`src/rtl/lsu_mem_stage.sv`:
```
// Single-entry load/store memory stage: aligns the request, issues one memory
// strobe, extends load data and holds the response until downstream accepts.
module lsu_mem_stage #(
    parameter bit ERR_ON_MISALIGN = 1'b1
) (
    input  logic        clk,
    input  logic        rst_n,
    input  logic        in_valid,
    output logic        in_ready,
    input  logic        in_wen,
    input  logic [31:0] in_addr,
    input  logic [31:0] in_wdata,
    input  logic [1:0]  in_size,
    input  logic        in_sext,
    input  logic [4:0]  in_rd,
    output logic        mem_valid,
    output logic [31:0] mem_raddr,
    output logic [31:0] mem_waddr,
    output logic        mem_wen,
    output logic [31:0] mem_wdata,
    output logic [7:0]  mem_wmask,
    input  logic [31:0] mem_rdata,
    output logic        out_valid,
    input  logic        out_ready,
    output logic [31:0] out_rdata,
    output logic [4:0]  out_rd,
    output logic        out_err
);

    localparam int unsigned XLEN   = 32;
    localparam int unsigned RD_W   = 5;
    localparam int unsigned LANE_W = 2;
    localparam int unsigned MASK_W = 8;

    localparam logic [1:0] SZ_B = 2'b00;
    localparam logic [1:0] SZ_H = 2'b01;
    localparam logic [1:0] SZ_W = 2'b10;

    typedef enum logic [1:0] {
        IDLE = 2'd0,
        REQ  = 2'd1,
        CAP  = 2'd2,
        RESP = 2'd3
    } state_t;

    state_t              state;
    logic                wen_q;
    logic                sext_q;
    logic [1:0]          size_q;
    logic [LANE_W-1:0]   lane_q;
    logic [RD_W-1:0]     rd_q;

    logic                misalign_c;
    logic                illegal_c;
    logic                take_err_c;
    logic [XLEN-1:0]     eff_addr_c;
    logic [LANE_W-1:0]   lane_c;
    logic [3:0]          wmask4_c;
    logic [XLEN-1:0]     wdata_sh_c;
    logic [XLEN-1:0]     rdata_sh_c;
    logic [XLEN-1:0]     load_ext_c;

    // Request decode: alignment check, effective address and store lane placement.
    // Size 11 has no meaningful alignment, so it is rejected regardless of ERR_ON_MISALIGN.
    always_comb begin
        misalign_c = 1'b0;
        illegal_c  = 1'b0;
        eff_addr_c = in_addr;
        wmask4_c   = 4'h0;
        case (in_size)
            SZ_B: begin
                wmask4_c = 4'(4'b0001 << in_addr[1:0]);
            end
            SZ_H: begin
                misalign_c = in_addr[0];
                eff_addr_c = {in_addr[XLEN-1:1], 1'b0};
                wmask4_c   = 4'(4'b0011 << eff_addr_c[1:0]);
            end
            SZ_W: begin
                misalign_c = |in_addr[1:0];
                eff_addr_c = {in_addr[XLEN-1:2], 2'b00};
                wmask4_c   = 4'hF;
            end
            default: begin
                illegal_c = 1'b1;
            end
        endcase
        if (!in_wen) begin
            wmask4_c = 4'h0;
        end
        take_err_c = illegal_c | (ERR_ON_MISALIGN & misalign_c);
        lane_c     = eff_addr_c[1:0];
        wdata_sh_c = in_wdata << {lane_c, 3'b000};
    end

    // Load data: shift the addressed lane down, then sign/zero extend.
    always_comb begin
        rdata_sh_c = mem_rdata >> {lane_q, 3'b000};
        case (size_q)
            SZ_B:    load_ext_c = {{24{sext_q & rdata_sh_c[7]}}, rdata_sh_c[7:0]};
            SZ_H:    load_ext_c = {{16{sext_q & rdata_sh_c[15]}}, rdata_sh_c[15:0]};
            default: load_ext_c = rdata_sh_c;
        endcase
    end

    // Control FSM with registered outputs; memory signals are a one-cycle pulse.
    always_ff @(posedge clk or negedge rst_n) begin
        if (!rst_n) begin
            state     <= IDLE;
            in_ready  <= 1'b1;
            wen_q     <= 1'b0;
            sext_q    <= 1'b0;
            size_q    <= 2'b00;
            lane_q    <= '0;
            rd_q      <= '0;
            mem_valid <= 1'b0;
            mem_raddr <= '0;
            mem_waddr <= '0;
            mem_wen   <= 1'b0;
            mem_wdata <= '0;
            mem_wmask <= '0;
            out_valid <= 1'b0;
            out_rdata <= '0;
            out_rd    <= '0;
            out_err   <= 1'b0;
        end else begin
            mem_valid <= 1'b0;
            mem_raddr <= '0;
            mem_waddr <= '0;
            mem_wen   <= 1'b0;
            mem_wdata <= '0;
            mem_wmask <= '0;
            case (state)
                IDLE: begin
                    if (in_valid) begin
                        in_ready <= 1'b0;
                        wen_q    <= in_wen;
                        sext_q   <= in_sext;
                        size_q   <= in_size;
                        lane_q   <= lane_c;
                        rd_q     <= in_rd;
                        if (take_err_c) begin
                            state     <= RESP;
                            out_valid <= 1'b1;
                            out_err   <= 1'b1;
                            out_rdata <= '0;
                            out_rd    <= in_rd;
                        end else begin
                            state     <= REQ;
                            mem_valid <= 1'b1;
                            mem_wen   <= in_wen;
                            mem_raddr <= {eff_addr_c[XLEN-1:2], 2'b00};
                            mem_waddr <= {eff_addr_c[XLEN-1:2], 2'b00};
                            mem_wmask <= MASK_W'(wmask4_c);
                            mem_wdata <= in_wen ? wdata_sh_c : '0;
                        end
                    end
                end
                REQ: begin
                    if (wen_q) begin
                        state     <= RESP;
                        out_valid <= 1'b1;
                        out_err   <= 1'b0;
                        out_rdata <= '0;
                        out_rd    <= rd_q;
                    end else begin
                        state <= CAP;
                    end
                end
                CAP: begin
                    state     <= RESP;
                    out_valid <= 1'b1;
                    out_err   <= 1'b0;
                    out_rdata <= load_ext_c;
                    out_rd    <= rd_q;
                end
                RESP: begin
                    if (out_ready) begin
                        state     <= IDLE;
                        in_ready  <= 1'b1;
                        out_valid <= 1'b0;
                        out_err   <= 1'b0;
                        out_rdata <= '0;
                        out_rd    <= '0;
                    end
                end
                default: begin
                    state <= IDLE;
                end
            endcase
        end
    end

endmodule

```
`config.mk`:
```
export PLATFORM = sky130hd
export DESIGN_NAME = lsu_mem_stage
export DESIGN_NICKNAME = d
export VERILOG_FILES = /design/src/rtl/lsu_mem_stage.sv
export SDC_FILE = /design/constraint.sdc
export NUM_CORES = 1
export LEC_CHECK = 0
export ABC_AREA = 1
export CAP_MARGIN = 40
export CORE_MARGIN = 2
export CORE_UTILIZATION = 40
export DETAILED_ROUTE_END_ITERATION = 12
export PLACE_DENSITY = 0.87
export SLEW_MARGIN = 20
export SYNTH_ARGS = -nofsm -noshare
export SYNTH_HDL_FRONTEND = slang
export SYNTH_SLANG_ARGS = --single-unit
```
`constraint.sdc`:
```
create_clock -name clk -period 1.5 [get_ports clk]
set_input_delay 0.3 -clock clk [delete_from_list [all_inputs] [get_ports clk]]
set_output_delay 0.3 -clock clk [all_outputs]
set_load 0.01 [all_outputs]
```
## Word level (Yosys, flattened, before mapping)

Index checks and enable logic that the tools add are counted.

| operators by class | value |
|---|---|
| equality and inequality tests | 10 |
| shift-type cells | 4 |
| mux-type cells | 47 |
| bitwise operators | 3 |
| reductions and logical operators | 10 |

Operators with widths:

| cell | count |
|---|---|
| $mux 32 | 11 |
| $pmux 32 s4 | 1 |
| $pmux 32 s2 | 1 |
| $shl 32x5->32 | 1 |
| $shr 32x5->32 | 1 |
| $mux 5 | 4 |
| $pmux 5 s4 | 1 |
| $mux 4 | 4 |
| $mux 1 | 15 |
| $pmux 4 s3 | 1 |
| $ne 2x2->1 const B | 4 |
| $pmux 1 s4 | 2 |
| $pmux 2 s4 | 1 |
| $eq 2x1->1 const B | 3 |
| $eq 2x2->1 const B | 3 |
| $logic_not 2->1 | 3 |
| $mux 2 | 3 |
| $pmux 1 s2 | 2 |
| $pmux 2 s2 | 1 |
| $reduce_and 2->1 | 2 |
| $reduce_and 4->1 | 1 |
| $shl 1x2->4 const A | 1 |
| $shl 2x2->4 const A | 1 |
| $reduce_and 3->1 | 1 |
| other kinds (5) | 6 |

| word-level totals | value |
|---|---|
| flip-flop bits (word level) | 127 |
| input port bits | 109 |
| output and inout bits | 146 |
| word-level logic and storage cells | 90 |

## Depth between registers and ports, before layout

Gate-level depths: netlist of run 1.

| depth | value |
|---|---|
| word-level depth | 7 |
| depth in mapped cells | 11 |
| gate-level depth less buffers | 10 |

## Worst setup path after synthesis of run 1

OpenSTA, ideal clock, no wires.

| timing path | value |
|---|---|
| kind | register to register |
| from | register state[0] |
| to | register out_rdata[15] |
| library setup time | 0.083 ns |
| arrival | 1.468 ns |
| data required time | 1.417 ns |
| setup slack | -0.051 ns |
| stages on the path, launching flop included | 11 |
| path buffers | 2 |
| clock period less this slack | 1.551 ns |
| path through | dfrtp_1 -> inv_1 -> ha_1 -> inv_2 -> o21ai_4 -> a21oi_2 -> nand2_2 -> buf_6 -> buf_6 -> nand2_1 -> o21ai_0 |

| between the ends | value |
|---|---|
| cells in the longest elaborated chain, start to end | 3 |
| elaborated cells on any way between the ends | 10 |
| those cells by class | eq/ne: 7; mux: 1; reduce/logical: 2 |

RTL lines:

| item | line | RTL |
|---|---|---|
| from (decl) | 46 | `state_t state;` |
| from (signal assigned) | 109 | `state <= IDLE;` |
| from (signal assigned) | 143 | `state <= RESP;` |
| from (signal assigned) | 149 | `state <= REQ;` |
| $eq 2x1->1, or another cell as far along | 133 | `case (state)` |
| $ne 2x2->1 (no line) | n/a |  |
| $reduce_and 4->1 (no line) | n/a |  |
| to (signal assigned) | 174 | `out_rdata <= load_ext_c;` |
| to (decl) | 25 | `output logic [31:0] out_rdata,` |

Parallel ways exist; a longest one is shown, timed or not.
A chain may end at the register's enable or synchronous reset.

## Worst setup path after layout of run 1

| timing path | value |
|---|---|
| from | register state[1] |
| to | register out_rdata[27] |

Same word-level chain as after synthesis.

==> results of run 1 <==
==> stage by stage <==
| step | utilization, % | setup WS [ns] |
|---|---|---|
| global route | 67.9 | -0.210 |
| global placement | 58.8 | -0.592 |
| CTS | 65.2 | -0.0867 |
| finish | 67.9 | -0.164 |
| detailed placement | 58.8 | -0.672 |
| floorplan | - | 0.0111 |
==> logic make-up after synthesis <==
| kind of cell | Yosys count | share of synthesized area (%) |
|---|---|---|
| buf+inv | 148 | 12.7 |
| flops | 121 | 47.9 |
| other cells | 1 | 0.0592 |
| fa+ha+maj | 8 | 1.58 |
| simple gates | 475 | 30.5 |
| compound gates | 76 | 7.22 |
==> repair_timing <==
action | 4_1_cts | 5_1_grt
resized for setup | 216 | 80
pin swaps | 27 | 15
hold buffers | 1 | 0
gates cloned | 9 | 6
endpoints found under the setup margin | 244 | 119
setup buffers | 15 | 4
endpoints found under the hold margin | 120 | 0
==> cell type report <==
cell class                      count  share of cell area, %
Clock buffer                       20                   4.30
Clock inverter                     12                   1.44
Inverter                           62                   2.36
Multi-Input combinational cell    567                   28.7
Sequential cell                   121                   29.1
Tap cell                          211                   2.54
Timing Repair Buffer              320                   31.4
Timing Repair inverter              2                  0.144
==> synthesized netlist by cell type, drive strengths merged <==
| cell | number |
|---|---|
| a21oi | 17 |
| a22o | 1 |
| a22oi | 1 |
| a31oi | 2 |
| buf | 75 |
| clkbuf | 11 |
| clkinv | 1 |
| conb | 1 |
| dfrtp | 120 |
| dfstp | 1 |
| ha | 8 |
| inv | 61 |
| nand2 | 314 |
| nand3 | 56 |
| nand4 | 9 |
| nor2 | 88 |
| nor3 | 8 |
| o211a | 7 |
| o211ai | 2 |
| o21ai | 45 |
| o22ai | 1 |
==> power groups by stage <==
stage / clock network, mW / logic (mW) / registers (mW)
2_1_floorplan: 0 / 4.04 / 4.38
3_3_place_gp: 0 / 6.17 / 4.24
3_5_place_dp: 0 / 6.30 / 4.25
4_1_cts: 4.17 / 8.17 / 4.23
5_1_grt: 4.36 / 9.69 / 4.32
6_report: 4.12 / 9.01 / 4.27
==> metal layers <==
layer | track usage, % | up-vias | routed length (um)
li1 | - | 3086 | -
met1 | 26.3 | 3015 | 8000
met2 | 41.8 | 323 | 10900
met3 | 7.54 | 56 | 1570
met4 | 7.27 | 0 | 517
met5 | 0 | - | 0
==> state kept, by name, indices dropped and copies added (netlist names) <==
signal and cells:
lane_q 2, mem_wdata 32, rd_q 5, wen_q 1, mem_waddr 30, out_rd 5
size_q 2, mem_wmask 4, out_valid 1, mem_wen 1, mem_valid 1, in_ready 1
out_rdata 32, out_err 1, state 2, sext_q 1
==> how the worst max path moves through the flow <==
| stage | start | end | slack (ns) | depth (start not counted) |
|---|---|---|---|---|
| floorplan | in_size[0] | out_rdata[15] | 0.01 | 11 |
| global placement | in_size[0] | mem_wdata[29] | -0.59 | 11 |
| detailed placement | in_size[0] | mem_wdata[29] | -0.67 | 11 |
| CTS | state[1] | out_rdata[5] | -0.09 | 9 |
| global route | state[1] | out_rdata[16] | -0.21 | 10 |
| finish | state[1] | out_rdata[27] | -0.16 | 10 |
==> worst max-delay path, cell delays in order, from the launching register on <==
cell and delay (ns):
dfrtp_1 0.42, ha_2 0.22, nand2_2 0.10, o21ai_4 0.07, a21oi_4 0.18, nand2_8 0.11
buf_12 0.15, buf_16 0.14, nor2_2 0.08, nand2_1 0.06, nand2_1 0.06
==> results.json, run 1 <==
{
  "area_delta_synth_final_pct": 64.2,
  "reg2reg_slack_ns": -0.16,
  "hold_ws_ns": 0.350,
  "ff2ff_path_depth": 10,
  "min_from": "in_addr[1]",
  "port_buffers": 246,
  "hold_class": "in -> reg",
  "yosys.area.top_type": "dfrtp_1",
  "die_width_um": 130,
  "netlist_top_cells_area": "dfrtp_1, nand2_1, nor2_1, buf_4, nand3_1",
  "p_comb_share_pct": 51.8,
  "finalSetupTns_ns": -7.45,
  "via_count": 6480,
  "setup_viol": 90,
  "dr.pass1.iters": 8,
  "cts_buffers": 17,
  "fin_nets": 1208,
  "post-route-cell-area_mm2": 0.0104,
  "netSwitchingPower_mw": 6.77,
  "ys_seq_area_share_pct": 47.9,
  "multi_input_area_mm2": 0.00298,
  "dpl-instance-area_mm2": 0.00900,
  "final_common_cell": "nand2_1",
  "totalWireLength_um": 21000,
  "slew_violations": 0,
  "clock.fmax_ghz": 0.601,
  "hold_viol": 0,
  "dieArea_mm2": 0.0168,
  "min_path_cells": 3,
  "finalCriticalPeriod_ns": 1.66,
  "worstReg2RegEnd": "out_rdata[27]",
  "worst-setup-path-type": "reg -> reg",
  "leakage_nw": 5.76,
  "drt-vias-per-instance": 4.93,
  "cts.clk_slew.worst_paths_ns": 0.05,
  "r2r-start": "state[1]",
  "intPower_mw": 10.6,
  "worst_slack_ns": -0.164,
  "dp_hpwl_um": 13200,
  "cp_max_fo": 6,
  "antennaDiodeCount": 0,
  "grt_overflow": 0,
  "drive_above_1_share_pct": 20.2,
  "grt_pass1_vias": 6064,
  "final_cell_mix": "nand2_1, dlygate4sd2_1, dfrtp_1, clkdlybuf4s50_1, nor2_1",
  "drtIter0Drc": 525,
  "p_clk_share_pct": 23.7,
  "cts_max_level": 4,
  "fp.dieH_um": 130,
  "required_ns": 1.85,
  "cts_root_buf": "clkbuf_16",
  "crit_arrival_ns": 2.01,
  "synth.avg_cell_area_um2": 7.64,
  "antenna_found_initial": 0,
  "initial_core_util_pct": 41.3,
  "drc": 0,
  "clock_path_buffers": 2,
  "peakVddDrop_mv": 0.959,
  "endpoint_kind": "flip-flop",
  "start_kind": "flip-flop",
  "fin_crit_sh_pct": 111,
  "ios": 255,
  "rows": 45,
  "ys_ff_latch": 121,
  "ys_warn_count": 0,
  "clk_latency_ns": 0.42,
  "rsz0062_at_grt": "yes",
  "violations": "negative setup slack",
  "status": "finished with violations",
  "hold_end": "mem_wmask[3]",
  "ff_latch_area_mm2": 0.00303,
  "fillers": 1180,
  "synth.distinct_cells": 33,
  "cts_tree": "yes",
  "gp_congestion": 0.904,
  "grt_usage_pct": 23.3,
  "postRouteAntennaNets": 0,
  "syn_area_mm2": 0.00633,
  "switching_share_pct": 38.9,
  "grt_pass1_wl_um": 30300,
  "cts_sinks": 121,
  "seqPwrFrac_pct": 24.5,
  "synthCells": 829,
  "dpl.cell_count": 1250,
  "synth_top_area_share_pct": 47.4,
  "core-area_mm2": 0.0153,
  "grt_max_degree": 69,
  "drv_cap": 0,
  "fin_skew_ns": 0.00610,
  "wl_per_cell_um": 16.0,
  "total_power_mw": 17.4,
  "p_per_area_mw_per_mm2": 1670,
  "fin_cells": 1315
}
No activity file was read; power rests on OpenSTA's default activity.
==> inputs of run 2 (changes only) <==
CELL_PAD_IN_SITES_DETAIL_PLACEMENT = 0   (was not set)
CELL_PAD_IN_SITES_GLOBAL_PLACEMENT = 2   (was not set)
CORE_UTILIZATION = 21   (was 40)
PLACE_DENSITY = 0.85   (was 0.87)
SKIP_CTS_REPAIR_TIMING = 1   (was not set)
TNS_END_PERCENT = 1   (was not set)
==> run 2 against run 1 <==
Compared with the run above:
- the flow still finishes with violations (negative setup slack)
- sequential share of layout area is 0.61 points lower
- cell count up 13%
- flip-flop and latch count unchanged
- via count shrank 5.7%
- non-clock buffer count is 3 lower
- clock skew grew 0.0069 ns
- maximum frequency grew 7.3%
- global-route usage decreased by 9.9 points
- first-iteration DRC count shrank 43%
- routed wire length is 3.2% higher
- cell area grew 2.2%
==> results.json, run 2 (same netlist as run 1, synthesis figures left out) <==
{
  "status": "finished with violations",
  "violations": "negative setup slack",
  "fin_nets": 1203,
  "cts_tree": "yes",
  "dpl-instance-area_mm2": 0.00940,
  "leakage_nw": 7.37,
  "endpoint_kind": "flip-flop",
  "worst-setup-path-type": "reg -> reg",
  "finalCriticalPeriod_ns": 1.55,
  "fin_crit_sh_pct": 103,
  "required_ns": 1.81,
  "start_kind": "flip-flop",
  "dp_hpwl_um": 16000,
  "setup_viol": 36,
  "initial_core_util_pct": 21.4,
  "clk_latency_ns": 0.42,
  "fp.dieH_um": 178,
  "grt_max_degree": 50,
  "core-area_mm2": 0.0296,
  "final_cell_mix": "nand2_1, dlymetal6s2s_1, dfrtp_1, clkdlybuf4s50_1, nor2_1",
  "drt-vias-per-instance": 4.11,
  "wl_per_cell_um": 14.5,
  "p_per_area_mw_per_mm2": 1510,
  "grt_pass1_wl_um": 32800,
  "die_width_um": 178,
  "reg_top3": "mem_wdata (32), out_rdata (32), mem_waddr (30)",
  "rsz0062_at_grt": "yes",
  "hold_viol": 0,
  "drv_cap": 0,
  "cp_max_fo": 17,
  "grt_usage_pct": 13.4,
  "antenna_found_initial": 0,
  "rows": 63,
  "totalWireLength_um": 21700,
  "cts.clk_slew.worst_paths_ns": 0.06,
  "antennaDiodeCount": 0,
  "hold_class": "in -> async",
  "post-route-cell-area_mm2": 0.0106,
  "ios": 255,
  "ff_latch_area_mm2": 0.00303,
  "dieArea_mm2": 0.0315,
  "via_count": 6113,
  "clock.fmax_ghz": 0.645,
  "postRouteAntennaNets": 0,
  "fin_skew_ns": 0.0130,
  "drive_above_1_share_pct": 13.6,
  "gp_congestion": 0.788,
  "crit_arrival_ns": 1.86,
  "final_common_cell": "nand2_1",
  "worst_slack_ns": -0.0506,
  "clock_path_buffers": 2,
  "drtIter0Drc": 301,
  "cts_max_level": 4,
  "slew_violations": 0,
  "fillers": 3121,
  "dr.pass1.iters": 5,
  "finalSetupTns_ns": -0.983,
  "multi_input_area_mm2": 0.00266,
  "fin_cells": 1489,
  "port_buffers": 246,
  "dpl.cell_count": 1451,
  "grt_pass1_vias": 5971,
  "drc": 0,
  "cts_sinks": 121,
  "peakVddDrop_mv": 0.784,
  "cts_buffers": 17,
  "cts_root_buf": "clkbuf_16",
  "grt_overflow": 0,
  "area_delta_synth_final_pct": 67.8
}
## run 2: final cells by class
cell class / count / area share (%)
Multi-Input combinational cell: 567 / 25.1
Timing Repair Buffer: 317 / 33.6
Sequential cell: 121 / 28.5
Inverter: 62 / 2.27
Clock inverter: 11 / 1.60
Tap cell: 390 / 4.59
Clock buffer: 21 / 4.33
## run 2: layer usage
| layer | global-route usage, % | vias to the layer above | wire length (um) |
|---|---|---|---|
| met2 | 22.4 | 184 | 10700 |
| li1 | - | 3061 | - |
| met3 | 4.20 | 14 | 1340 |
| met1 | 17.0 | 2854 | 9460 |
| met4 | 2.73 | 0 | 193 |
| met5 | 0 | - | 0 |
## run 2: critical path, stage by stage (launching register included)
cell     delay, ns
dfrtp_1       0.41
ha_2          0.20
nand2_2       0.09
o21ai_4       0.07
a21oi_4       0.18
nand2_8       0.12
buf_4         0.22
nand2_1       0.08
nand2_1       0.06
## run 2: path summary, 6_finish.rpt
kind,slack [ns],endpoint,start,cells past startpoint
min in group clk,0.37,size_q[0],in_size[0],4
worst min-delay path,0.31,mem_wdata[28],rst_n,2
worst max register to register,-0.05,out_rdata[3],state[0],8
worst min register to register,0.47,out_rdata[27],out_rdata[27],2
max in group asynchronous,0.65,mem_valid,rst_n,3
worst max-delay path,-0.05,out_rdata[3],state[0],8
## run 2: metrics by stage
| stage | setup WS [ns] | hold WS (ns) | total power [mW] | util (%) |
|---|---|---|---|---|
| global route | -0.133 | 0.305 | 17.3 | 35.8 |
| finish | -0.0506 | 0.309 | 16.1 | 35.8 |
| detailed placement | -0.677 | 0.192 | 11.1 | 31.7 |
| global placement | -0.654 | 0.187 | 11.1 | 31.7 |
| floorplan | 0.0111 | 0.00441 | 8.42 | - |
| CTS | -0.332 | -0.267 | 15.7 | 33.8 |
## run 2: power by group
part	switching (mW)	total [mW]	internal (mW)
registers	0.328	4.20	3.88
clock network	1.57	4.44	2.87
logic	4.11	7.44	3.33
==> inputs of run 3 (changes only) <==
CELL_PAD_IN_SITES_DETAIL_PLACEMENT = not set   (was 0)
CELL_PAD_IN_SITES_GLOBAL_PLACEMENT = not set   (was 2)
CORE_UTILIZATION = 40   (was 21)
PLACE_DENSITY = 0.87   (was 0.85)
==> run 3 against run 2 <==
Compared with the run above:
- the flow still finishes with violations (negative setup slack)
- die area fell by 47%
- sequential power barely moved
- setup slack got worse by 0.17 ns
- non-clock buffer count fell by 27
- first-iteration DRC count rose by 30%
- cell area fell by 6.2%
- clock power fell by 7.9%
- power fell by 9.7%
- via count fell by 0.28%
- global-route usage rose by 7.5 points
- sequential share of layout area rose by 1.9 points
- clock skew fell by 0.0079 ns
- critical endpoint is now mem_wdata[14]
- largest cell class unchanged
- largest power group unchanged
- highest routed layer unchanged
==> results.json, run 3 (same netlist as run 1, synthesis figures left out) <==
{
  "ff2ff_path_depth": 10,
  "place_ws_ns": -0.672,
  "grt_pass1_wl_um": 27500,
  "drive_above_1_share_pct": 9.05,
  "setup_viol": 106,
  "cts_root_buf": "clkbuf_16",
  "totalWireLength_um": 18300,
  "gp_congestion": 0.904,
  "cts_buffers": 17,
  "max_stage_delay_ns": 0.49,
  "drc": 0,
  "multi_input_area_mm2": 0.00254,
  "via_count": 6096,
  "p_per_area_mw_per_mm2": 1460,
  "hold_viol": 0,
  "worst-setup-path-type": "in -> reg",
  "dpl-instance-area_mm2": 0.00900,
  "drv_cap": 0,
  "final_common_cell": "nand2_1",
  "drtIter0Drc": 391,
  "grt_overflow": 0,
  "area_delta_synth_final_pct": 57.4,
  "dp_hpwl_um": 13200,
  "cp_top_family": "buffers and inverters",
  "dr.pass1.iters": 5,
  "hold_end": "size_q[1]",
  "cts_tree": "yes",
  "leakage_nw": 7.17,
  "reg2reg_slack_ns": -0.11,
  "hold_ws_ns": 0.356,
  "fp.dieH_um": 130,
  "antenna_found_initial": 0,
  "dpl.cell_count": 1250,
  "fin_cells": 1283,
  "worstReg2RegEnd": "out_rdata[26]",
  "clock.fmax_ghz": 0.582,
  "min_from": "in_size[1]",
  "initial_core_util_pct": 41.3,
  "post-route-cell-area_mm2": 0.00996,
  "ff_latch_area_mm2": 0.00303,
  "die_width_um": 130,
  "clock_path_buffers": 2,
  "cp_max_fo": 16,
  "required_ns": 1.79,
  "cts_sinks": 121,
  "path_cells": "clkdlybuf4s50_1 > inv_2 > ha_4 > inv_1 > nor2_1 > nand2_1 > nand2_1 > clkinvlp_4 > nand4_1 > nor2_1",
  "grt_max_degree": 69,
  "peakVddDrop_mv": 0.918,
  "fin_skew_ns": 0.00504,
  "slew_violations": 0,
  "fin_crit_sh_pct": 114,
  "start_kind": "primary input",
  "fillers": 1178,
  "dieArea_mm2": 0.0168,
  "status": "finished with violations",
  "endpoint_kind": "flip-flop",
  "min_path_cells": 4,
  "clk_latency_ns": 0.41,
  "violations": "negative setup slack",
  "grt_pass1_vias": 5709,
  "worst_slack_ns": -0.217,
  "port_buffers": 246,
  "crit_arrival_ns": 2.00,
  "drt-vias-per-instance": 4.75,
  "cp_slowest_cell": "clkdlybuf4s50_1",
  "antennaDiodeCount": 0,
  "final_cell_mix": "nand2_1, dlymetal6s2s_1, dfrtp_1, clkdlybuf4s50_1, nor2_1",
  "ios": 255,
  "fin_nets": 1176,
  "finalCriticalPeriod_ns": 1.72,
  "rsz0062_at_grt": "yes",
  "core-area_mm2": 0.0153,
  "postRouteAntennaNets": 0,
  "finalSetupTns_ns": -15.20,
  "crit_buf_inv": 4,
  "total_power_mw": 14.5,
  "rows": 45,
  "grt_usage_pct": 20.9,
  "cts_max_level": 4,
  "reg_top3": "mem_wdata (32), out_rdata (32), mem_waddr (30)",
  "fin_util_pct": 65.0,
  "r2r-start": "state[0]",
  "hold_class": "in -> reg",
  "wl_per_cell_um": 14.3,
  "cts.clk_slew.worst_paths_ns": 0.06
}
==> run 3: changes by cell type in the layout (fill, tap and decap cells not counted), sizes merged <==
cell / before / now
clkinv: 5 / 7
buf: 68 / 44
bufinv: 4 / 3
dlymetal6s2s: 141 / 139
clkdlybuf4s50: 104 / 106
clkbuf: 24 / 20
==> run 3: tightest hold or removal path: stages <==
cell and delay (ns):
dlymetal6s2s_1 0.14, inv_2 0.09, buf_4 0.12, o21ai_0 0.08
==> run 3: how the worst max path moves through the flow <==
stage	endpoint	startpoint	slack (ns)	cells after the start
floorplan	out_rdata[15]	in_size[0]	0.01	11
global placement	mem_wdata[29]	in_size[0]	-0.59	11
detailed placement	mem_wdata[29]	in_size[0]	-0.67	11
CTS	in_ready	in_ready	-0.34	1
global route	mem_wdata[8]	in_size[0]	-0.33	10
finish	mem_wdata[14]	in_size[0]	-0.22	10
==> run 3: report_power, final <==
group	switching (mW)	internal (mW)
Clock	1.45	2.64
Combinational	3.61	2.64
Sequential	0.306	3.88
==> run 3: cell type report <==
cell class | instances | area share (%)
inverters | 62 | 2.37
multi-input cells | 567 | 25.5
well taps | 211 | 2.65
repair buffers | 290 | 33.0
flip-flops and latches | 121 | 30.4
clock inverters | 12 | 1.51
clock buffers | 20 | 4.48
==> run 3: per-layer routing <==
layer	GRT usage [%]	routed length (um)	part of all wire, %	up-vias
li1	-	-	-	3014
met1	24.2	7250	40	2813
met2	36.9	9330	51	238
met3	6.11	1360	7.4	31
met4	7.72	384	2.1	0
met5	0	0	0	-
